<file path="src/rtl/cu_defs.sv">
// rtl/cu_defs.sv - shared state encodings, opcode constants and Bicc evaluation for control_sequencer
package cu_defs;

    typedef enum logic [3:0] {
        ST_RESET   = 4'd0,
        ST_FETCH_A = 4'd1,
        ST_FETCH_W = 4'd2,
        ST_FETCH_I = 4'd3,
        ST_DECODE  = 4'd4,
        ST_EXEC    = 4'd5,
        ST_MEM_A   = 4'd6,
        ST_MEM_W   = 4'd7,
        ST_MEM_WB  = 4'd8,
        ST_CALL    = 4'd9,
        ST_BRANCH  = 4'd10,
        ST_NEXT    = 4'd11,
        ST_TRAP_S  = 4'd12
    } state_t;

    // IR[31:30] instruction groups
    localparam logic [1:0] OP_FMT2 = 2'b00;
    localparam logic [1:0] OP_CALL = 2'b01;
    localparam logic [1:0] OP_ALU  = 2'b10;
    localparam logic [1:0] OP_MEM  = 2'b11;

    // IR[24:22] within format 2
    localparam logic [2:0] OP2_BICC = 3'b010;

    localparam logic [5:0] OP3_LD  = 6'b000000;
    localparam logic [5:0] OP3_ADD = 6'b000000;

    // Opcodes forced onto the ALU/RAM when the OP1 path is selected
    localparam logic [5:0] OP1_LD_WORD = OP3_LD;
    localparam logic [5:0] OP1_ADD     = OP3_ADD;

    // Bit positions inside REG_LE = {IRE,MDRE,MARE,PCE,nPCE,PSRE,RFE,TBRE}
    localparam int LE_IRE  = 7;
    localparam int LE_MDRE = 6;
    localparam int LE_MARE = 5;
    localparam int LE_PCE  = 4;
    localparam int LE_NPCE = 3;
    localparam int LE_PSRE = 2;
    localparam int LE_RFE  = 1;
    localparam int LE_TBRE = 0;

    localparam logic [1:0] ALU_RS2     = 2'b00;
    localparam logic [1:0] ALU_SIMM13  = 2'b01;
    localparam logic [1:0] RC_RD       = 2'b00;
    localparam logic [1:0] RC_R15      = 2'b11;
    localparam logic [1:0] CIN_PC      = 2'b00;
    localparam logic [1:0] CIN_ALU     = 2'b10;
    localparam logic [1:0] CIN_MDR     = 2'b11;
    localparam logic [1:0] MAR_ALU     = 2'b00;
    localparam logic [1:0] MAR_PC      = 2'b01;
    localparam logic [1:0] MDR_RAM     = 2'b00;
    localparam logic [1:0] MDR_RFA     = 2'b01;
    localparam logic [1:0] NPC_SEL_INC = 2'b00;
    localparam logic [1:0] NPC_SEL_TBR = 2'b01;
    localparam logic [1:0] NPC_SEL_BR  = 2'b10;

    // Full set of datapath controls, registered as one word
    typedef struct packed {
        logic [7:0] reg_le;
        logic       clr_pc;
        logic       mfa;
        logic       mop_sel;
        logic [5:0] op1;
        logic       aop_sel;
        logic       alue;
        logic [1:0] alu_sel;
        logic       ra_sel;
        logic [1:0] rc_sel;
        logic [1:0] cin_sel;
        logic [1:0] mar_sel;
        logic [1:0] mdr_sel;
        logic [1:0] npc_sel;
        logic       npc_add;
        logic       baux;
        logic       trap;
    } ctl_t;

    // SPARC Bicc condition table; cond[3] inverts the base test (BN<->BA, BE<->BNE, ...)
    function automatic logic bicc_taken(input logic [3:0] cond, input logic [3:0] icc);
        logic n, z, v, c, base;
        {n, z, v, c} = icc;
        case (cond[2:0])
            3'b000:  base = 1'b0;
            3'b001:  base = z;
            3'b010:  base = z | (n ^ v);
            3'b011:  base = n ^ v;
            3'b100:  base = c | z;
            3'b101:  base = c;
            3'b110:  base = n;
            default: base = v;
        endcase
        return cond[3] ? ~base : base;
    endfunction

endpackage

</file>
<file path="src/rtl/mfc_watchdog.sv">
// rtl/mfc_watchdog.sv - counts memory-wait cycles and flags the last permitted one
module mfc_watchdog #(
    parameter int CNT_W = 4,
    parameter int LIMIT = 15
) (
    input  logic clk,
    input  logic rst_n,
    input  logic clear,
    input  logic enable,
    output logic expired
);

    // count holds the number of wait cycles already completed, so the LIMIT-th cycle sees LIMIT-1
    localparam logic [CNT_W-1:0] LAST = CNT_W'(LIMIT - 1);

    logic [CNT_W-1:0] count;

    // Cleared whenever no wait is in progress; saturates so it can never wrap back to zero
    always_ff @(posedge clk or negedge rst_n) begin
        if (!rst_n) begin
            count <= '0;
        end else if (clear) begin
            count <= '0;
        end else if (enable && (count != LAST)) begin
            count <= count + 1'b1;
        end
    end

    assign expired = enable && !clear && (count == LAST);

endmodule

</file>
<file path="src/rtl/control_sequencer.sv">
// rtl/control_sequencer.sv - hardwired multi-cycle SPARC control FSM; CU_SINGLE_STEP_EN adds STEP gating
module control_sequencer
    import cu_defs::*;
#(
    parameter int MFC_TIMEOUT = 15,
    parameter int CNT_W       = 4
) (
    input  logic        Clk,
    input  logic        Clr,
`ifdef CU_SINGLE_STEP_EN
    input  logic        STEP,
`endif
    input  logic [31:0] IR,
    input  logic [3:0]  ICC,
    input  logic        MFC,
    output logic [7:0]  REG_LE,
    output logic        ClrPC,
    output logic        IRClr,
    output logic        MFA,
    output logic        MOP_SEL,
    output logic [5:0]  OP1,
    output logic        AOP_SEL,
    output logic        ALUE,
    output logic [1:0]  ALU_SEL,
    output logic        RA_SEL,
    output logic [1:0]  RC_SEL,
    output logic [1:0]  CIN_SEL,
    output logic [1:0]  MAR_SEL,
    output logic [1:0]  MDR_SEL,
    output logic [1:0]  nPC_SEL,
    output logic        nPC_ADD,
    output logic        BAUX,
    output logic        TRAP,
    output logic [3:0]  STATE
);

    state_t state_q, state_d;
    ctl_t   ctl_q, ctl_d;
    logic   taken_q, taken_d;
    logic   fetch_go;
    logic   expired;
    logic   wd_clear;
    logic   is_store;
    logic   unused_ir_bits;

`ifdef CU_SINGLE_STEP_EN
    logic   armed_q, armed_d;
`endif

    assign is_store       = IR[21];
    assign unused_ir_bits = ^{IR[29], IR[20:14], IR[12:0]};
    assign wd_clear       = ~ctl_q.mfa;

    mfc_watchdog #(
        .CNT_W (CNT_W),
        .LIMIT (MFC_TIMEOUT)
    ) u_watchdog (
        .clk     (Clk),
        .rst_n   (Clr),
        .clear   (wd_clear),
        .enable  (ctl_q.mfa),
        .expired (expired)
    );

    // Next state, then the control word for that state so outputs are registered alongside it
    always_comb begin
        state_d  = state_q;
        taken_d  = taken_q;
        fetch_go = 1'b1;
        ctl_d    = '0;
        ctl_d.clr_pc = 1'b1;
`ifdef CU_SINGLE_STEP_EN
        armed_d  = armed_q;
`endif

        case (state_q)
            ST_RESET:   state_d = ST_FETCH_A;
            ST_FETCH_A: begin
`ifdef CU_SINGLE_STEP_EN
                // Idle until STEP, then one more FETCH_A cycle that actually loads MAR
                if (armed_q) begin
                    state_d = ST_FETCH_W;
                    armed_d = 1'b0;
                end else begin
                    armed_d = STEP;
                end
`else
                state_d = ST_FETCH_W;
`endif
            end
            ST_FETCH_W: begin
                if (MFC)          state_d = ST_FETCH_I;
                else if (expired) state_d = ST_TRAP_S;
            end
            ST_FETCH_I: state_d = ST_DECODE;
            ST_DECODE: begin
                case (IR[31:30])
                    OP_ALU:  state_d = ST_EXEC;
                    OP_MEM:  state_d = ST_MEM_A;
                    OP_CALL: state_d = ST_CALL;
                    default: begin
                        if (IR[24:22] == OP2_BICC) begin
                            state_d = ST_BRANCH;
                            taken_d = bicc_taken(IR[28:25], ICC);
                        end else begin
                            state_d = ST_TRAP_S;
                        end
                    end
                endcase
            end
            ST_EXEC:    state_d = ST_NEXT;
            ST_MEM_A:   state_d = ST_MEM_W;
            ST_MEM_W: begin
                if (MFC)          state_d = is_store ? ST_NEXT : ST_MEM_WB;
                else if (expired) state_d = ST_TRAP_S;
            end
            ST_MEM_WB:  state_d = ST_NEXT;
            ST_CALL:    state_d = ST_FETCH_A;
            ST_BRANCH:  state_d = taken_q ? ST_FETCH_A : ST_NEXT;
            ST_NEXT:    state_d = ST_FETCH_A;
            ST_TRAP_S:  state_d = ST_NEXT;
            default:    state_d = ST_RESET;
        endcase

`ifdef CU_SINGLE_STEP_EN
        fetch_go = armed_d;
`endif

        case (state_d)
            ST_RESET: ctl_d.clr_pc = 1'b0;
            ST_FETCH_A: begin
                if (fetch_go) begin
                    ctl_d.reg_le[LE_MARE] = 1'b1;
                    ctl_d.mar_sel         = MAR_PC;
                end
            end
            ST_FETCH_W: begin
                ctl_d.mfa             = 1'b1;
                ctl_d.mop_sel         = 1'b1;
                ctl_d.op1             = OP1_LD_WORD;
                ctl_d.mdr_sel         = MDR_RAM;
                ctl_d.reg_le[LE_MDRE] = 1'b1;
            end
            ST_FETCH_I: ctl_d.reg_le[LE_IRE] = 1'b1;
            ST_EXEC: begin
                ctl_d.alue            = 1'b1;
                ctl_d.reg_le[LE_RFE]  = 1'b1;
                ctl_d.reg_le[LE_PSRE] = 1'b1;
                ctl_d.cin_sel         = CIN_ALU;
                ctl_d.rc_sel          = RC_RD;
                ctl_d.alu_sel         = IR[13] ? ALU_SIMM13 : ALU_RS2;
            end
            ST_MEM_A: begin
                ctl_d.aop_sel         = 1'b1;
                ctl_d.op1             = OP1_ADD;
                ctl_d.alu_sel         = IR[13] ? ALU_SIMM13 : ALU_RS2;
                ctl_d.mar_sel         = MAR_ALU;
                ctl_d.reg_le[LE_MARE] = 1'b1;
                // A store captures rd into MDR while the address is being formed
                if (is_store) begin
                    ctl_d.mdr_sel         = MDR_RFA;
                    ctl_d.ra_sel          = 1'b1;
                    ctl_d.reg_le[LE_MDRE] = 1'b1;
                end
            end
            ST_MEM_W: begin
                ctl_d.mfa = 1'b1;
                if (is_store) begin
                    ctl_d.mdr_sel = MDR_RFA;
                    ctl_d.ra_sel  = 1'b1;
                end else begin
                    ctl_d.mdr_sel         = MDR_RAM;
                    ctl_d.reg_le[LE_MDRE] = 1'b1;
                end
            end
            ST_MEM_WB: begin
                ctl_d.reg_le[LE_RFE] = 1'b1;
                ctl_d.cin_sel        = CIN_MDR;
                ctl_d.rc_sel         = RC_RD;
            end
            ST_CALL: begin
                ctl_d.reg_le[LE_RFE]  = 1'b1;
                ctl_d.rc_sel          = RC_R15;
                ctl_d.cin_sel         = CIN_PC;
                ctl_d.reg_le[LE_PCE]  = 1'b1;
                ctl_d.reg_le[LE_NPCE] = 1'b1;
                ctl_d.npc_sel         = NPC_SEL_BR;
                ctl_d.baux            = 1'b1;
            end
            ST_BRANCH: begin
                if (taken_d) begin
                    ctl_d.reg_le[LE_PCE]  = 1'b1;
                    ctl_d.reg_le[LE_NPCE] = 1'b1;
                    ctl_d.npc_sel         = NPC_SEL_BR;
                    ctl_d.baux            = 1'b1;
                end
            end
            ST_NEXT: begin
                ctl_d.reg_le[LE_PCE]  = 1'b1;
                ctl_d.reg_le[LE_NPCE] = 1'b1;
                ctl_d.npc_sel         = NPC_SEL_INC;
                ctl_d.npc_add         = 1'b1;
            end
            ST_TRAP_S: begin
                ctl_d.trap            = 1'b1;
                ctl_d.reg_le[LE_TBRE] = 1'b1;
                ctl_d.reg_le[LE_NPCE] = 1'b1;
                ctl_d.npc_sel         = NPC_SEL_TBR;
            end
            default: ctl_d.clr_pc = 1'b1;
        endcase
    end

    // State register and registered control word; reset forces everything low at once
    always_ff @(posedge Clk or negedge Clr) begin
        if (!Clr) begin
            state_q <= ST_RESET;
            ctl_q   <= '0;
            taken_q <= 1'b0;
`ifdef CU_SINGLE_STEP_EN
            armed_q <= 1'b0;
`endif
        end else begin
            state_q <= state_d;
            ctl_q   <= ctl_d;
            taken_q <= taken_d;
`ifdef CU_SINGLE_STEP_EN
            armed_q <= armed_d;
`endif
        end
    end

    assign REG_LE  = ctl_q.reg_le;
    assign ClrPC   = ctl_q.clr_pc;
    assign IRClr   = ctl_q.clr_pc;
    assign MFA     = ctl_q.mfa;
    assign MOP_SEL = ctl_q.mop_sel;
    assign OP1     = ctl_q.op1;
    assign AOP_SEL = ctl_q.aop_sel;
    assign ALUE    = ctl_q.alue;
    assign ALU_SEL = ctl_q.alu_sel;
    assign RA_SEL  = ctl_q.ra_sel;
    assign RC_SEL  = ctl_q.rc_sel;
    assign CIN_SEL = ctl_q.cin_sel;
    assign MAR_SEL = ctl_q.mar_sel;
    assign MDR_SEL = ctl_q.mdr_sel;
    assign nPC_SEL = ctl_q.npc_sel;
    assign nPC_ADD = ctl_q.npc_add;
    assign BAUX    = ctl_q.baux;
    assign TRAP    = ctl_q.trap;
    assign STATE   = state_q;

endmodule

</file>
<file path="config.mk">
export PLATFORM = sky130hd
export DESIGN_NAME = control_sequencer
export DESIGN_NICKNAME = d
export VERILOG_FILES = /design/src/rtl/cu_defs.sv /design/src/rtl/mfc_watchdog.sv /design/src/rtl/control_sequencer.sv
export SDC_FILE = /design/constraint.sdc
export NUM_CORES = 1
export LEC_CHECK = 0
export ABC_CLOCK_PERIOD_IN_PS = 2500
export BUFFER_PORTS_ARGS = -buffer_cell sky130_fd_sc_hd__buf_2
export CAP_MARGIN = 20
export CORE_MARGIN = 3
export CORE_UTILIZATION = 40
export CTS_CLUSTER_SIZE = 40
export DETAILED_ROUTE_END_ITERATION = 8
export GPL_TIMING_DRIVEN = 0
export PLACE_DENSITY = 0.71
export REMOVE_ABC_BUFFERS = 1
export SETUP_SLACK_MARGIN = 0.15
export SLEW_MARGIN = 15
export SYNTH_ARGS = -nofsm -noshare
export SYNTH_HDL_FRONTEND = slang
export SYNTH_SLANG_ARGS = --single-unit
export TNS_END_PERCENT = 20
</file>
<file path="constraint.sdc">
create_clock -name Clk -period 2.5 [get_ports Clk]
set_input_delay 0 -clock Clk [delete_from_list [all_inputs] [get_ports Clk]]
set_output_delay 0 -clock Clk [all_outputs]
set_load 0.02 [all_outputs]
</file>
==> impl_metrics.csv, run 1 <==
group,metric,value,unit
critical_path,startpoint_type,"flip-flop",
layout,final-seq-area,752,µm²
clock_tree,htreeDepth,2,
layout,layout_common_cells,"buf_2, dfrtp_1, a21oi_1, nand2_1",
timing,period_share,0.874,
synth,async_flop_share,1.00,
timing,max_freq,458,MHz
clock_tree,root_buffer,"clkbuf_8",
routing,viasPerCell,5.00,
floorplanning,die_width,71.0,µm
min_path,hp-class,"input port to flip-flop",
global_route,grt_overflow,0,
floorplanning,pin_count,79,
layout,multiInputGateArea,802,µm²
layout,nFillCells,381,
synth,synth_area_leaders,"dfrtp_1, buf_4, ha_1",
layout,n_antenna_cell,0,
layout,final_common_cell,"buf_2",
floorplanning,initial_utilization,0.438,
pwr,ir_worst_vdd,0.000607,V
synth,yosys_warnings,0,
routing,drt-wirelength-per-cell,12.1,µm
run,max_cap_violations,0,
global_route,grt_max_degree,31,
clock_tree,cts_tree,"done",
critical_path,arrival,2.33,ns
placement,portBuffers,48,
min_path,hold_path_depth,2,
placement,place_congestion,0.822,
routing,postRouteAntennaNets,0,
timing,slew_violations,0,
timing,fin_setup_tns,0,ns
synth,yosys.area.top_type,"dfrtp_1",
timing,relSlewSlack,0.579,
synth,netlist_instances,173,
floorplanning,core,0.00385,mm²
synth,synth.avg_cell_area,9.76,µm²
global_route,grt_pass1_vias,1233,
critical_path,end_kind,"flip-flop",
critical_path,path_max_fanout,8,
critical_path,crit_required,2.64,ns
critical_path,worstSetupPathType,"flip-flop to flip-flop",
clock_tree,cts.sinks,30,
clock_tree,clk_pin_slew,0.06,ns
pwr,power_density,1190,mW/mm²
routing,wirelength,3.23,mm
run_status,status,"finished clean",
synth,yosysTopAreaCellShare,0.444,
clock_tree,max-clock-path-buffers,2,
synth,ys_types,47,
timing,worstMarginPinSlew,0.624,ns
timing,rsz0062_at_grt,"true",
global_route,grt_pass1_wl,5.30,mm
routing,drt-pass1-iter-count,4,
routing,drc_errors,0,
global_route,gr-usage-all-layers,0.131,
timing,period_minus_slack,2.19,ns
routing,vias,1336,
layout,fin_area,0.00201,mm²
synth,ys_seq_area_frac,0.444,
synth,synthesis.area,0.00169,mm²
layout,syn_to_final_growth,19.2,%
clock_tree,numCtsBuffers,5,
floorplanning,die_y,71.0,µm
clock_tree,clk_latency,0.27,ns
critical_path,r2r_cells,7,
pwr,leakagePower,0.00104,µW
layout,fin_nets,265,
synth,synth_flop_cell,"dfrtp_1",
floorplanning,dieArea,0.00504,mm²
global_route,antenna_found_initial,0,
timing,hold_viol,0,
placement,dp_hpwl,2.44,mm
floorplanning,row_count,22,
placement,place_area,0.00187,mm²
routing,drtIter0Drc,32,
layout,drive_gt1_frac,0.315,
synth,ys_seq_elements,30,
timing,fin_skew,0.00722,ns
synth,synth-edff-count,0,
timing,setup_viol_count_final,0,
## cells by family (layout without fill, tap and decap cells)
family,Yosys count,in the layout,synth area share
AND/OR/NAND/NOR,65,65,0.230
flip-flops,30,30,0.444
adder cells (fa/ha/maj),7,7,0.0518
XOR/XNOR,4,4,0.0207
AO/OA/AOI/OAI,33,33,0.123
other,1,9,0.00222
multiplexers,2,2,0.0126
buffers and inverters,31,69,0.116
## stage by stage
stage	total power [µW]	worst slack (ns)	cells	hold WS, ns	util
floorplan	1630	0.332	160	-0.296	-
global placement	1970	0.00858	256	0.0643	0.484
detailed placement	1990	-0.0104	256	0.0625	0.484
CTS	2380	0.270	267	0.0393	0.519
global route	2600	0.129	267	0.0522	0.522
finish	2390	0.315	267	0.0525	0.522
## critical path, stage by stage (launching register included)
cell and delay [ns]:
dfrtp_1 0.36, inv_1 0.08, ha_1 0.21, nand4_1 0.19, a211oi_1 0.17, nor3_4 0.38
clkinv_4 0.15, or4_1 0.52
## flip-flops by register name (all words and copies together) (netlist names)
signal,cells
ALU_SEL,1
AOP_SEL,1
BAUX,1
CIN_SEL,2
ClrPC,1
MAR_SEL,1
MDR_SEL,1
MFA,1
MOP_SEL,1
RC_SEL,1
REG_LE,7
STATE,4
nPC_ADD,1
nPC_SEL,2
taken_q,1
u_watchdog.count,4
## final timing paths
check / start / endpoint / slack (ns)
max reg2reg: u_watchdog.count[0] / ClrPC / 0.31
min reg2reg: u_watchdog.count[3] / u_watchdog.count[3] / 0.54
min in group asynchronous: Clr / ClrPC / 0.28
min: MFC / REG_LE[7] / 0.05
max in group asynchronous: Clr / STATE[0] / 1.77
max: u_watchdog.count[0] / ClrPC / 0.31
## metal layers
metal | GRT usage | vias to the layer above | wire length, µm | part of all wire
li1 | - | 667 | - | -
met1 | 0.160 | 626 | 1420 | 0.44
met2 | 0.220 | 41 | 1600 | 0.50
met3 | 0.0455 | 2 | 189 | 0.059
met4 | 0.0313 | 0 | 12 | 0.0037
met5 | 0 | - | 0 | 0
## area by class of cell
| class | instances | area share |
|---|---|---|
| Multi-Input combinational cell | 120 | 0.398 |
| Sequential cell | 30 | 0.374 |
| Inverter | 10 | 0.0211 |
| Timing Repair Buffer | 52 | 0.138 |
| Clock buffer | 5 | 0.0342 |
| Clock inverter | 2 | 0.00497 |
| Tap cell | 48 | 0.0298 |
## report_power, final
| group | switching [µW] | leakage, µW | total (µW) | internal (µW) |
|---|---|---|---|---|
| registers | 136 | 0.000400 | 774 | 638 |
| logic | 839 | 0.000592 | 1270 | 434 |
| clock network | 161 | 0.0000438 | 347 | 186 |
## synthesized netlist by cell type (2+ instances only)
cell and count:
dfrtp_1 30, xnor2_1 2, nand3_1 5, and3_1 2
and2_1 2, nor3_1 10, nand2_1 12, buf_2 2
o21a_1 2, nand2b_1 4, o21ai_0 5, nand3b_1 3
ha_1 7, nor2_1 10, o22ai_1 3, a211oi_1 3
or3b_2 2, inv_1 9, buf_4 17, xor2_1 2
nand3_2 2, a21oi_1 14
## what timing repair did
| action | CTS | global route |
|---|---|---|
| pin swaps | 0 | 0 |
| endpoints found under the hold margin | 32 | 0 |
| cloned | 0 | 0 |
| buffers inserted | 1 | 0 |
| resized for setup | 2 | 3 |
| hold buffers | 3 | 0 |
| setup endpoints to repair | 20 | 11 |
(Power assumes the default switching activity.)
==> run 2, diff against run 1 <==
--- a/config.mk
+++ b/config.mk
@@ -5,7 +5,7 @@
 export SDC_FILE = /design/constraint.sdc
 export NUM_CORES = 1
 export LEC_CHECK = 0
-export ABC_CLOCK_PERIOD_IN_PS = 2500
+export ABC_CLOCK_PERIOD_IN_PS = 1900
 export BUFFER_PORTS_ARGS = -buffer_cell sky130_fd_sc_hd__buf_2
 export CAP_MARGIN = 20
 export CORE_MARGIN = 3
@@ -13,11 +13,10 @@
 export CTS_CLUSTER_SIZE = 40
 export DETAILED_ROUTE_END_ITERATION = 8
 export GPL_TIMING_DRIVEN = 0
-export PLACE_DENSITY = 0.71
+export PLACE_DENSITY = 0.74
 export REMOVE_ABC_BUFFERS = 1
 export SETUP_SLACK_MARGIN = 0.15
 export SLEW_MARGIN = 15
 export SYNTH_ARGS = -nofsm -noshare
 export SYNTH_HDL_FRONTEND = slang
 export SYNTH_SLANG_ARGS = --single-unit
-export TNS_END_PERCENT = 20
==> constraint.sdc (replaced) <==
create_clock -name Clk -period 1.9 [get_ports Clk]
set_input_delay 0 -clock Clk [delete_from_list [all_inputs] [get_ports Clk]]
set_output_delay 0 -clock Clk [all_outputs]
set_load 0.02 [all_outputs]
==> run 2 against run 1 <==
Net effect:
- the flow now finishes with violations (negative setup slack)
- combinational power rose to 2.5 times the previous value
- first-iteration DRC count increased by 130%
- routed wire length rose by 62%
- critical path type unchanged
- total power grew 96%
- largest cell class unchanged
- sequential power up 24%
- critical path depth up 1
- largest power group unchanged
==> impl_metrics.csv, run 2 (synthesis results as in run 1) <==
group,metric,value,unit
run_status,status,"finished, violations left",
run_status,violations,"negative setup slack",
floorplanning,dieArea,0.00504,mm²
routing,drt-wirelength-per-cell,17.2,µm
clock_tree,root_buffer,"clkbuf_8",
clock_tree,clk_latency,0.29,ns
timing,slew_violations,0,
critical_path,startpoint_type,"flip-flop",
global_route,grt_pass1_vias,1616,
timing,period_minus_slack,2.15,ns
clock_tree,max-clock-path-buffers,2,
pwr,fin_total_pwr,4700,µW
layout,final_cells,304,
placement,place_congestion,0.807,
critical_path,reg2reg_from,"u_watchdog.count[0]",
timing,max_freq,465,MHz
timing,rsz0062_at_grt,"true",
timing,fin_skew,0.00533,ns
pwr,leakagePower,0.00125,µW
timing,period_share,1.13,
global_route,grt_overflow,0,
critical_path,end_kind,"flip-flop",
run,max_cap_violations,0,
routing,drt-pass1-iter-count,4,
layout,nFillCells,284,
timing,fin_setup_tns,-3.31,ns
clock_tree,cts_tree,"done",
routing,vias,1599,
routing,wirelength,5.24,mm
timing,relSlewSlack,0.562,
floorplanning,initial_utilization,0.438,
layout,final_common_cell,"buf_2",
pwr,clockPowerShare,0.115,
layout,final-seq-area,756,µm²
floorplanning,core,0.00385,mm²
clock_tree,cts.sinks,30,
placement,dp_hpwl,2.47,mm
critical_path,worstSetupPathType,"flip-flop to flip-flop",
placement,dp.cells,256,
clock_tree,htreeDepth,2,
pwr,ir_worst_vdd,0.000877,V
timing,worstMarginPinSlew,0.657,ns
timing,setup_viol_count_final,20,
routing,postRouteAntennaNets,0,
clock_tree,numCtsBuffers,5,
layout,fin_nets,301,
timing,hold_ws,0.0988,ns
pwr,p_switching,2190,µW
critical_path,worstSetupStartpoint,"u_watchdog.count[0]",
layout,drive_gt1_frac,0.566,
global_route,grt_pass1_wl,7.87,mm
floorplanning,die_y,71.0,µm
min_path,hold_start,"MFC",
layout,layout_common_cells,"buf_2, buf_4, dfrtp_1, nand2_1, conb_1",
critical_path,path_max_fanout,5,
pwr,p_comb_frac,0.681,
critical_path,arrival,2.31,ns
layout,syn_to_final_growth,50.7,%
clock_tree,clk_pin_slew,0.07,ns
global_route,antenna_found_initial,0,
pwr,internal-power,2510,µW
critical_path,reg2reg_setup_slack,-0.25,ns
layout,n_antenna_cell,0,
floorplanning,die_width,71.0,µm
critical_path,crit_required,2.06,ns
layout,multiInputGateArea,0.00102,mm²
routing,drtIter0Drc,72,
layout,fin_util,0.661,
global_route,grt_max_degree,31,
timing,setup_slack,-0.252,ns
placement,portBuffers,48,
floorplanning,row_count,22,
pwr,switching_share,0.466,
min_path,hp-class,"input port to flip-flop",
floorplanning,pin_count,79,
routing,viasPerCell,5.26,
layout,largest_reg_flops,7,
timing,hold_viol,0,
global_route,gr-usage-all-layers,0.202,
pwr,power_density,1850,mW/mm²
pwr,power.share.sequential,0.204,
routing,drc_errors,0,
==> run 2: cell types whose count changed in the layout (fill, tap and decap cells not counted), moves of 6 or more <==
| cell | previous run | this run |
|---|---|---|
| a21oi_2 | 0 | 6 |
| a21oi_1 | 14 | 7 |
| nor3_2 | 1 | 8 |
| nor3_1 | 10 | 2 |
| buf_4 | 1 | 31 |
==> run 2: final timing paths <==
path,end,cells past startpoint
max in group asynchronous,STATE[1],2
worst min register to register,u_watchdog.count[3],2
worst max-delay path,ClrPC,8
min in group asynchronous,u_watchdog.count[3],2
worst min-delay path,REG_LE[7],2
worst max register to register,ClrPC,8
==> run 2: final cells by class <==
cell class,instances,share of cell area
clock buffers,7,0.0339
flip-flops and latches,30,0.297
well taps,48,0.0236
multi-input cells,121,0.399
repair buffers,87,0.227
inverters,10,0.0182
clock inverters,1,0.00197
==> run 2: power groups by stage <==
stage	clock network, µW	logic (µW)	registers, µW
finish	541	3200	957
global route	582	3410	974
CTS	544	2710	948
detailed placement	0	1590	1030
global placement	0	1570	1030
floorplan	0	897	1250
==> run 2: layer usage <==
| layer | vias up | routed length (µm) | global-route usage | part of all wire |
|---|---|---|---|---|
| met5 | - | 0 | 0 | 0 |
| li1 | 752 | - | - | - |
| met3 | 17 | 278 | 0.0426 | 0.053 |
| met4 | 0 | 235 | 0.123 | 0.045 |
| met1 | 780 | 2020 | 0.242 | 0.39 |
| met2 | 50 | 2700 | 0.330 | 0.52 |
==> run 2: per-stage QoR <==
stage               instance area (µm²)  worst slack [ns]
CTS                                2430            -0.140
detailed placement                 1870            -0.664
global route                       2550            -0.315
global placement                   1870            -0.592
finish                             2550            -0.252
floorplan                          1570            -0.268
==> run 2: what timing repair did <==
item / CTS / global route
hold buffers: 3 / 0
endpoints found under the hold margin: 32 / 0
pin swaps: 17 / 8
endpoints found under the setup margin: 25 / 25
cloned: 1 / 0
gates resized for setup: 38 / 20
buffers inserted: 32 / 4
==> run 2: worst max-delay path: stages, from the launching register on <==
cell	delay, ns
dfrtp_1	0.40
inv_2	0.09
ha_4	0.13
nand4_1	0.21
buf_4	0.24
a21oi_2	0.13
o21a_2	0.18
clkinvlp_4	0.18
or4_4	0.46
